--- src/rtl/bft_stream_packetizer.sv ---
// Turns a 32-bit valid/ready user stream into single-cycle BFT packets for one fixed
// destination leaf/port, gated by credits that the destination returns as freespace updates.
module bft_stream_packetizer #(
  parameter int PACKET_BITS           = 49,
  parameter int PAYLOAD_BITS          = 32,
  parameter int NUM_LEAF_BITS         = 5,
  parameter int NUM_PORT_BITS         = 4,
  parameter int NUM_ADDR_BITS         = 7,
  parameter int DEST_LEAF             = 2,
  parameter int DEST_PORT             = 2,
  parameter int SELF_LEAF             = 6,
  parameter int CREDIT_PORT           = 0,
  parameter int FREESPACE_UPDATE_SIZE = 64
) (
  input  logic                     clk,
  input  logic                     reset,
  input  logic                     ap_start,
  input  logic [PAYLOAD_BITS-1:0]  din,
  input  logic                     vld_in,
  output logic                     rdy_upward,
  input  logic [PACKET_BITS-1:0]   din_bft2tx,
  output logic [PACKET_BITS-1:0]   dout_tx2bft,
  output logic [NUM_ADDR_BITS:0]   credits,
  output logic                     credit_err
);

  localparam int CRED_W      = NUM_ADDR_BITS + 1;
  localparam int SUM_W       = CRED_W + 2;
  localparam int MAX_CREDITS = 1 << NUM_ADDR_BITS;
  localparam int VALID_BIT   = PACKET_BITS - 1;
  localparam int ADDR_LSB    = PAYLOAD_BITS;
  localparam int PORT_LSB    = ADDR_LSB + NUM_ADDR_BITS;
  localparam int LEAF_LSB    = PORT_LSB + NUM_PORT_BITS;

  localparam logic signed [SUM_W-1:0] MAX_CREDITS_S = SUM_W'(MAX_CREDITS);
  localparam logic signed [SUM_W-1:0] UPDATE_S      = SUM_W'(FREESPACE_UPDATE_SIZE);
  localparam logic signed [SUM_W-1:0] ONE_S         = SUM_W'(1);

  // A freespace update is any valid packet addressed to our leaf on the credit port.
  function automatic logic is_credit_return(input logic [PACKET_BITS-1:0] pkt);
    return pkt[VALID_BIT]
        && (pkt[LEAF_LSB +: NUM_LEAF_BITS] == NUM_LEAF_BITS'(SELF_LEAF))
        && (pkt[PORT_LSB +: NUM_PORT_BITS] == NUM_PORT_BITS'(CREDIT_PORT));
  endfunction

  function automatic logic [PACKET_BITS-1:0] pack_packet(
    input logic [NUM_ADDR_BITS-1:0] addr,
    input logic [PAYLOAD_BITS-1:0]  payload
  );
    return {1'b1, NUM_LEAF_BITS'(DEST_LEAF), NUM_PORT_BITS'(DEST_PORT), addr, payload};
  endfunction

  function automatic logic [CRED_W-1:0] saturate_credits(input logic signed [SUM_W-1:0] sum);
    if (sum > MAX_CREDITS_S) begin
      return CRED_W'(MAX_CREDITS);
    end else if (sum < 0) begin
      return '0;
    end else begin
      return sum[CRED_W-1:0];
    end
  endfunction

  logic [PACKET_BITS-1:0]   dout_q, dout_d;
  logic [CRED_W-1:0]        credits_q, credits_d;
  logic [NUM_ADDR_BITS-1:0] addr_q, addr_d;
  logic                     started_q, started_d;
  logic                     credit_err_q, credit_err_d;

  logic                     xfer;
  logic                     credit_ret;
  logic signed [SUM_W-1:0]  cred_cur, cred_dec, cred_inc, credit_sum;
  logic                     unused_pkt_bits;

  assign unused_pkt_bits = ^din_bft2tx[PORT_LSB-1:0];

  assign rdy_upward = started_q & (credits_q != '0) & ~reset;

  always_comb begin
    xfer       = vld_in & rdy_upward;
    credit_ret = is_credit_return(din_bft2tx);

    cred_cur   = $signed(SUM_W'(credits_q));
    cred_dec   = xfer ? ONE_S : '0;
    cred_inc   = credit_ret ? UPDATE_S : '0;
    credit_sum = cred_cur - cred_dec + cred_inc;

    dout_d       = xfer ? pack_packet(addr_q, din) : '0;
    addr_d       = addr_q + NUM_ADDR_BITS'(xfer);
    started_d    = started_q | ap_start;
    credits_d    = saturate_credits(credit_sum);
    credit_err_d = credit_err_q | (credit_sum > MAX_CREDITS_S);
  end

  // Stage boundary: accepted word becomes a one-cycle packet on the BFT side.
  always_ff @(posedge clk) begin
    if (reset) begin
      dout_q       <= '0;
      credits_q    <= CRED_W'(MAX_CREDITS);
      addr_q       <= '0;
      started_q    <= 1'b0;
      credit_err_q <= 1'b0;
    end else begin
      dout_q       <= dout_d;
      credits_q    <= credits_d;
      addr_q       <= addr_d;
      started_q    <= started_d;
      credit_err_q <= credit_err_d;
    end
  end

  assign dout_tx2bft = dout_q;
  assign credits     = credits_q;
  assign credit_err  = credit_err_q;

endmodule

--- config.mk ---
export PLATFORM = sky130hd
export DESIGN_NAME = bft_stream_packetizer
export DESIGN_NICKNAME = d
export VERILOG_FILES = /design/src/rtl/bft_stream_packetizer.sv
export SDC_FILE = /design/constraint.sdc
export NUM_CORES = 1
export LEC_CHECK = 0
export BUFFER_PORTS_ARGS = -buffer_cell sky130_fd_sc_hd__buf_4
export CORE_UTILIZATION = 43
export DETAILED_ROUTE_END_ITERATION = 8
export GPL_ROUTABILITY_DRIVEN = 0
export HOLD_SLACK_MARGIN = 0.12
export PLACE_DENSITY_LB_ADDON = 0.2
export SLEW_MARGIN = 30
export SYNTH_ARGS = -nofsm -noshare
export SYNTH_HDL_FRONTEND = slang
export SYNTH_SLANG_ARGS = --single-unit
--- constraint.sdc ---
create_clock -name clk -period 8.4 [get_ports clk]
set_clock_uncertainty 0.15 [all_clocks]
set_input_delay 1.68 -clock clk [delete_from_list [all_inputs] [get_ports clk]]
set_output_delay 1.68 -clock clk [all_outputs]
set_load 0.05 [all_outputs]
==> impl_results.md, run 1 <==
- First-pass GRT wire length: 7.02 mm
- Static leakage: 1.54 nW
- Vias in the first global route: 1532
- Post-cts resize count: 0
- Clk pin slew, worst setup/hold paths: 0.06 ns
- Die ar.: 5030 µm²
- Syn Area/Cell: 10.5 µm²
- Max Cap Viol: 0
- Yosys warning count: 0
- Setup crit end kind: register
- Pwr dens: 210 nW/µm²
- Clk buf depth: 2
- Count leader, synth: dfxtp_1
- Crit-path max FO: 42
- Total power: 0.619 mW
- Final hold violations: 0
- Post-detail-place hpwl: 3.03 mm
- Max-slew violations: 0
- Die width: 70.9 µm
- Number of flops mapped to enable cells by yosys: 0
- GR peak layer: met2
- Met1 usage: 22.5%
- Synth Register Bits: 57
- Number of setup buffers added after CTS: 0
- Largest net degree at the start of global routing: 43
- Wirelength per Cell: 12.5 µm
- VDD IR max: 0.137 mV
- CTS Buf Count: 9
- Final cycle utilization of the critical path: 56.5%
- Share of cells above drive strength 1: 41.4%
- Primary FF master, synth: dfxtp_1
- Clk Latency, worst-skew pair: 0.32 ns
- Ports: 144
- DRC: 4
- DRT iter0 DRCs: 118
- Mapped Area: 2040 µm²
- CTS Sinks: 57
- GR Util met2: 28.2%
- TritonCTS clock tree: done
- HP Class: reg -> reg
- Post-DRT Antenna Nets: 0
- Setup TNS: 0 ns
- Routed WL: 4.33 mm
- Asr flop ratio synth: 0%
- Area contributors post-synth: dfxtp_1 56%, and3_1 12%, ha_1 3.7%, buf_4 3.3%, xnor2_1 3.0%
- Hold Slack: 0.325 ns
- Max Fclk: 211 MHz
- Post-layout nets: 381
- Area delta synth->final: 44.5%
- Layout Cells excl Fill: 347
- CTS root buffer: clkbuf_8
- H-tree depth: 3
- Via/cell ratio: 4.82
- WS Path Type: in -> reg
- Core footprint: 4470 µm²
- Synth cell count leaders: 57 x dfxtp_1, 40 x and3_1, 12 x nor2_1
- Post-synth top area share: 55.8%
- Mapped Cells: 194
- Post-CTS Hold Buffers: 0
- Drt pass-1 iters: 9
- # setup viols final: 0
- Initial Util: 45.7%
- Antenna violations before repair: 0
- GR Overflow Total: 0
- Port buffer count: 97
- Required time worst endpoint: 8.50 ns
- GRT Overall Usage: 17.9%
- Antenna Cells: 0
- Via Count: 1674
- Dominant cell type by area after synthesis: dfxtp_1
- Data arrival, critical path: 4.85 ns
- Status: complete, but fails checks
- Final worst path period need: 4.75 ns
- Seq/Total Area, Yosys: 55.8%
- Row count: 24
- Worst setup SP type: input pin
- RSZ-0062 raised after global routing: no
- DP Cell Count: 331
- GR Util met3: 6.27%
- Distinct cells, synth: 35
- Failing checks: design-rule violations
- Die height: 70.9 µm
==> report_power, final <==
part | total (mW) | internal, mW | switching (mW) | leakage, nW
Combinational | 0.0947 | 0.0365 | 0.0581 | 0.983
Clock | 0.241 | 0.144 | 0.0962 | 0.0974
Sequential | 0.284 | 0.278 | 0.00604 | 0.462
Total | 0.619 | 0.459 | 0.160 | 1.54
==> final cells by class <==
type	count	area, µm²
fill	358	1520
sequential	57	1140
multi-input combinational	121	811
timing repair buffer	98	736
clock buffer	13	149
tap	52	65.1
clock inverter	3	40.0
inverter	3	11.3
==> metrics by stage <==
stage / worst slack (ns) / utilization, % / instance area [µm²]
after floorplan: 3.33 / - / 2070
after global placement: 3.33 / 61.8 / 2760
after detailed placement: 3.31 / 61.8 / 2760
after CTS: 3.63 / 66.0 / 2950
after global routing: 3.36 / 66.0 / 2950
final: 3.65 / 66.0 / 2950
==> final timing paths <==
kind                                 start          to  slack (ns)  depth (start not counted)
worst min register to register   started_q   started_q        0.32                          2
worst max-delay path                 reset  credits[2]        3.65                         16
worst min-delay path             started_q   started_q        0.32                          2
worst max register to register  credits[4]  credits[2]        4.66                         15
==> layout by cell type, fill, tap and decap left out, drive strengths merged <==
cell,Yosys,layout
buf,10,98
dfxtp,57,57
and3,40,40
nor2,18,18
clkbuf,9,13
xnor2,7,7
conb,1,7
ha,6,6
nand2,5,5
nor2b,5,5
xor2,4,4
nor4,4,4
inv,3,3
nand3,3,3
nand2b,2,2
and2,2,2
a21o,2,2
clkinv,0,2
nor3b,2,2
a21oi,2,2
nor4bb,1,1
and4b,1,1
a2111o,1,1
and2b,1,1
a22oi,1,1
nand4,1,1
and4,1,1
a221o,1,1
a31oi,1,1
or2,1,1
a2111oi,1,1
o21a,1,1
bufinv,0,1
==> registers in the layout (all words and copies together) (netlist names) <==
register     cells
dout_tx2bft     40
credits          8
addr_q           7
credit_err       1
started_q        1
==> routing by layer <==
layer | routed length [µm] | vias up
met3 | 412 | 6
met2 | 2000 | 93
li1 | - | 841
met1 | 1860 | 734
met4 | 57 | 0
met5 | 0 | -
==> cells by family (layout without fill, tap and decap cells) <==
family	after synthesis	count (layout)	share of synthesized area [%]
AOI/OAI and AO/OA	10	10	3.80
xor gates and xnor gates	11	11	4.72
adders and majority gates	6	6	3.67
buffers and inverters	22	117	5.76
DFF	57	57	55.8
other	1	7	0.184
and+or+nand+nor	87	87	26.0
==> critical path: stages <==
cell      delay, ns
buf_4          0.15
nand2b_1       0.16
a21oi_2        0.09
buf_4          0.32
and2_1         0.22
ha_1           0.19
ha_1           0.23
nand2b_1       0.11
nor4_1         0.26
xor2_1         0.19
ha_1           0.24
inv_1          0.10
nand4_1        0.11
a21o_1         0.17
a221o_2        0.48
nor2_1         0.12
Power figures use the tool's default switching activity.
==> inputs of run 2 (changes only) <==
--- a/config.mk
+++ b/config.mk
@@ -6,7 +6,7 @@
 export NUM_CORES = 1
 export LEC_CHECK = 0
 export BUFFER_PORTS_ARGS = -buffer_cell sky130_fd_sc_hd__buf_4
-export CORE_UTILIZATION = 43
+export CORE_UTILIZATION = 36
 export DETAILED_ROUTE_END_ITERATION = 8
 export GPL_ROUTABILITY_DRIVEN = 0
 export HOLD_SLACK_MARGIN = 0.12
==> constraint.sdc (replaced) <==
create_clock -name clk -period 3.85 [get_ports clk]
set_clock_uncertainty 0.15 [all_clocks]
set_input_delay 0.77 -clock clk [delete_from_list [all_inputs] [get_ports clk]]
set_output_delay 0.77 -clock clk [all_outputs]
set_load 0.05 [all_outputs]
==> run 2 against run 1 <==
Against the previous run: routed wire length is 3.0% higher; hold slack worse by 0.0057 ns; first-iteration DRC count is 37% lower; highest routed layer unchanged; the flow now finishes without violations; total power is 120% higher; global-route usage is 2.1 points lower.
==> impl_results.md, run 2 (synthesized netlist as in run 1, its figures left out) <==
- HP Class: reg -> reg
- CP Cell Sequence: buf_4, nand2b_1, a21oi_2, and2_1, ha_1, ha_1, nand2b_1, nor4_1, xor2_1, ha_1, inv_1, nand4_1, a21o_1, a221o_2, nor2_2
- CTS Sinks: 57
- Pre-CTS WS: 0.0925 ns
- DP Cell Count: 355
- Hold depth: 2
- Antenna violations before repair: 0
- Required time worst endpoint: 3.96 ns
- Total power: 1.37 mW
- Post-layout nets: 385
- Wirelength per Cell: 12.1 µm
- Worst hold endpoint: started_q
- Max-slew violations: 0
- Layout Cells excl Fill: 370
- Slowest CP cell: a221o_2
- Hold Slack: 0.319 ns
- Share of cells above drive strength 1: 43.3%
- Die ar.: 5980 µm²
- Largest net degree at the start of global routing: 42
- Reg area: 1140 µm²
- R2R setup slack: 0.46 ns
- Status: finished, final reports clean
- GR Util met3: 7.41%
- Number of setup buffers added after CTS: 0
- RSZ-0062 raised after global routing: no
- Row count: 27
- Final cycle utilization of the critical path: 88.0%
- CP peak stage delay: 0.48 ns
- # setup viols final: 0
- WS Path Type: in -> reg
- Core footprint: 5470 µm²
- DRT iter0 DRCs: 74
- Post-layout util: 55.1%
- Via/cell ratio: 4.52
- Comb pwr share: 15.3%
- Max Fclk: 295 MHz
- Pwr dens: 454 nW/µm²
- Ports: 144
- Post-DRT Antenna Nets: 0
- Post-detail-place hpwl: 3.23 mm
- R2R depth: 14
- TritonCTS clock tree: done
- Sw Pwr: 0.351 mW
- Worst R2R Start: credits[3]
- Sequential share of power: 45.3%
- VDD IR max: 0.244 mV
- Placed inst area: 2820 µm²
- GR peak layer: met2
- Final worst path period need: 3.39 ns
- First-pass GRT wire length: 7.10 mm
- Reg2reg end: credits[3]
- Crit-path max FO: 7
- PnR worst setup slack: 0.462 ns
- Internal power: 1.02 mW
- Static leakage: 1.57 nW
- CP dominant cell by count: ha_1
- CTS Buf Count: 9
- Clk pwr share: 39.4%
- Met1 usage: 19.2%
- H-tree depth: 3
- Most common cell after layout, fill and taps aside: buf_4
- Post-cts resize count: 0
- Max Cap Viol: 0
- Routed WL: 4.46 mm
- Setup crit end kind: register
- Final hold violations: 0
- Die height: 77.3 µm
- CTS root buffer: clkbuf_8
- Clk buf depth: 2
- GR Overflow Total: 0
- Hold_sp: started_q
- Area delta synth->final: 47.6%
- Multi-input gate area: 811 µm²
- Clk Latency, worst-skew pair: 0.32 ns
- Die width: 77.3 µm
- Antenna Cells: 0
- Setup TNS: 0 ns
- Max FFs per register: 40
- Clk pin slew, worst setup/hold paths: 0.06 ns
- Data arrival, critical path: 3.50 ns
- Via Count: 1673
- Port buffer count: 97
- Fillers: 510
- GRT Overall Usage: 15.8%
- Sw Ratio: 25.7%
- DRC: 0
- Post-CTS Hold Buffers: 0
- Initial Util: 37.3%
- Commonest cells after routing, fill and taps aside: 102 x buf_4, 55 x dfxtp_1, 40 x and3_1
- GR Util met2: 22.3%
- Vias in the first global route: 1508
- Final instance area: 3020 µm²
- Drt pass-1 iters: 6
- Worst setup SP type: input pin
[run 2: cell count changes in the layout (fill, tap and decap cells not counted), sizes merged]
cell and change:
clkbuf -1, buf +4
[run 2: worst max path at each step]
stage                  to  cells past startpoint  startpoint
3_3_place_gp   credits[3]                     15       reset
3_5_place_dp   credits[3]                     15       reset
5_1_grt        credits[3]                     14  credits[3]
2_1_floorplan  credits[4]                     15       reset
4_1_cts        credits[3]                     15       reset
6_report       credits[3]                     15       reset
[run 2: metal layers]
layer	share of wire (%)	vias to the layer above
met5	0	-
met4	2.6	0
met3	9.9	12
met2	43	80
met1	44	736
li1	-	845
[run 2: final cells by class]
type / count / share of cell area (%)
Clock buffer: 12 / 5.14
Tap cell: 72 / 2.99
Multi-Input combinational cell: 121 / 26.9
Inverter: 3 / 0.373
Clock inverter: 3 / 1.33
Sequential cell: 57 / 37.9
Timing Repair Buffer: 102 / 25.4
[run 2: critical path, delay by kind of cell]
family                   cells  cell delay (ns)
AO/OA/AOI/OAI                3             0.77
adder cells (fa/ha/maj)      3             0.61
buffers and inverters        2             0.20
XOR/XNOR                     1             0.20
AND/OR/NAND/NOR              6             0.94
[run 2: power groups by stage]
stage          clock, mW  combinational, mW  sequential (mW)
3_3_place_gp           0              0.209            0.633
5_1_grt            0.593              0.225            0.621
6_report           0.539              0.210            0.620
3_5_place_dp           0              0.211            0.633
4_1_cts            0.559              0.212            0.620
2_1_floorplan          0             0.0892            0.683
==> inputs of run 3 (changes only) <==
--- a/config.mk
+++ b/config.mk
@@ -5,8 +5,9 @@
 export SDC_FILE = /design/constraint.sdc
 export NUM_CORES = 1
 export LEC_CHECK = 0
+export ABC_AREA = 1
 export BUFFER_PORTS_ARGS = -buffer_cell sky130_fd_sc_hd__buf_4
-export CORE_UTILIZATION = 36
+export CORE_UTILIZATION = 37
 export DETAILED_ROUTE_END_ITERATION = 8
 export GPL_ROUTABILITY_DRIVEN = 0
 export HOLD_SLACK_MARGIN = 0.12
==> run 3 against run 2 <==
Against the previous run: highest routed layer unchanged; total power is 0.44% lower; sequential share of layout area is 1.2 points lower; combinational power is 4% lower; largest power group unchanged; sequential power is 1% lower; via count is 7.7% higher; cell count is 19% higher; largest cell class unchanged; routed wire length is 8.3% lower; clock power is 2% higher.
==> impl_results.md, run 3 <==
- Met1 usage: 16.2%
- Mux share of post-synthesis cell area: 0%
- Clk Latency, worst-skew pair: 0.32 ns
- GR Util met3: 5.76%
- Distinct cells, synth: 27
- CP bufs+invs: 4
- # setup viols final: 0
- Post-CTS Hold Buffers: 0
- Clk buf depth: 2
- Mapped Cells: 260
- Top Family by Delay on Critical Path: simple AND/OR/NAND/NOR gates
- Most common cell after layout, fill and taps aside: buf_4
- Static leakage: 1.64 nW
- Routed WL: 4.09 mm
- Share of cells above drive strength 1: 35.1%
- Worst setup SP type: input pin
- GRT Overall Usage: 14.7%
- Area contributors post-synth: dfxtp_1 54%, nor2_1 11%, inv_1 11%, nand2_1 4.1%, ha_1 3.5%
- CTS root buffer: clkbuf_8
- Synth Area in XOR/XNOR: 1.24%
- Synth Area in Adders: 3.55%
- Crit-path max FO: 7
- GR peak layer: met2
- TritonCTS clock tree: done
- R2R setup slack: 0.48 ns
- Post-DRT Antenna Nets: 0
- GR Util met2: 24.7%
- Final worst path period need: 3.41 ns
- HP Class: reg -> reg
- Post-synthesis compound-gate area fraction: 2.72%
- Post-synth top area share: 53.9%
- Clk pin slew, worst setup/hold paths: 0.06 ns
- Post-cts resize count: 0
- DRT iter0 DRCs: 33
- Vias in the first global route: 1713
- Asr flop ratio synth: 0%
- Die height: 77.6 µm
- Commonest cells after routing, fill and taps aside: 100 x buf_4, 63 x nor2_1, 61 x inv_1
- Synth Area in Simple Gates: 23.3%
- Final hold violations: 0
- Mapped Area: 2120 µm²
- Synth Register Bits: 57
- Data arrival, critical path: 3.52 ns
- VDD IR max: 0.253 mV
- Multi-input gate area: 699 µm²
- Via/cell ratio: 4.09
- Number of setup buffers added after CTS: 0
- Hold Slack: 0.286 ns
- Seq/Total Area, Yosys: 53.9%
- Largest family of logic cells by synthesized area: simple AND/OR/NAND/NOR gates
- Ports: 144
- Largest net degree at the start of global routing: 41
- Post-detail-place hpwl: 3.09 mm
- Number of flops mapped to enable cells by yosys: 0
- CTS Sinks: 57
- Primary FF master, synth: dfxtp_1
- Setup TNS: 0 ns
- Antenna violations before repair: 0
- CP Cell Sequence: buf_4, inv_2, nand2_1, a41oi_4, nand2_2, inv_1, ha_2, ha_1, inv_1, nor3_2, nand2_1, nand2_1, nand2_1, ha_1, ha_1, nand2_1, nor2_1, nand2_1, nor2_1, nand3_1, nand2_2, nand4_4, nor2_1
- Synth cell count leaders: 63 x nor2_1, 61 x inv_1, 57 x dfxtp_1
- CTS Buf Count: 9
- Fillers: 547
- Die width: 77.6 µm
- DRC: 0
- Row count: 27
- Syn Area/Cell: 8.14 µm²
- First-pass GRT wire length: 6.91 mm
- Pwr dens: 438 nW/µm²
- Reg area: 1140 µm²
- RSZ-0062 raised after global routing: no
- Required time worst endpoint: 3.95 ns
- Initial Util: 38.4%
- WS Path Type: in -> reg
- H-tree depth: 3
- Antenna Cells: 0
- Status: finished, final reports clean
- Max Fclk: 293 MHz
- Dominant cell type by area after synthesis: dfxtp_1
- Area delta synth->final: 46.9%
- GR Overflow Total: 0
- Setup crit end kind: register
- Port buffer count: 97
- Core footprint: 5510 µm²
- Wirelength per Cell: 9.29 µm
- Final cycle utilization of the critical path: 88.7%
- Post-layout nets: 455
- Count leader, synth: nor2_1
- Yosys warning count: 0
- Max Cap Viol: 0
- CP dominant cell by count: nand2_1
- Slowest CP cell: ha_1
- Max FFs per register: 40
- Max-slew violations: 0
- Via Count: 1801
- CP peak stage delay: 0.29 ns
- Drt pass-1 iters: 4
- Die ar.: 6030 µm²
-- run 3: changes by cell type in the layout (fill, tap and decap cells not counted), moves of 3 or more --
cell / change
inv_1: +58
nor2_1: +51
and3_1: -40
nand2_1: +17
xnor2_1: -6
nor2b_1: -5
nand2_2: +4
nor2_2: -4
a21oi_1: +3
nand3_1: +3
-- run 3: layout make-up --
class	count	area share [%]
sequential	57	36.7
timing repair buffer	100	24.1
multi-input combinational	134	22.5
inverter	62	7.48
clock buffer	12	4.99
tap	72	2.90
clock inverter	3	1.29
-- run 3: stage by stage --
stage / instances / power, mW / setup WS, ns / area, µm² / utilization, %
final: 440 / 1.36 / 0.437 / 3110 / 56.5
after global routing: 440 / 1.43 / 0.126 / 3110 / 56.5
after CTS: 440 / 1.38 / 0.408 / 3110 / 56.5
after detailed placement: 425 / 0.829 / 0.0679 / 2910 / 52.9
after global placement: 425 / 0.827 / 0.0773 / 2910 / 52.9
after floorplan: 266 / 0.763 / 0.0176 / 2160 / -
-- run 3: cell families (layout without fill, tap and decap cells) --
group | after synthesis | after routing
flops | 57 | 57
simple gates | 110 | 110
buf+inv | 75 | 177
other cells | 1 | 7
fa+ha+maj | 6 | 6
xor+xnor | 3 | 3
compound gates | 8 | 8
-- run 3: power by group --
| group | internal (mW) | switching [mW] |
|---|---|---|
| registers | 0.605 | 0.00801 |
| logic | 0.0756 | 0.126 |
| clock network | 0.329 | 0.220 |
| total | 1.01 | 0.354 |
-- run 3: per-layer routing --
metal	up-vias	wire, µm
met5	-	0
met2	62	1930
met3	3	346
met1	787	1770
met4	0	41
li1	949	-
-- run 3: worst min-delay path: stages, from the launching register on --
cell	delay [ns]
dfxtp_1	0.31
inv_1	0.05
nor2_1	0.04
-- run 3: final timing paths --
check	end	from	cells after the start
setup / recovery	credits[0]	reset	23
hold / removal	dout_tx2bft[32]	addr_q[0]	2
setup reg to reg	credits[0]	credits[3]	22
hold reg to reg	dout_tx2bft[32]	addr_q[0]	2
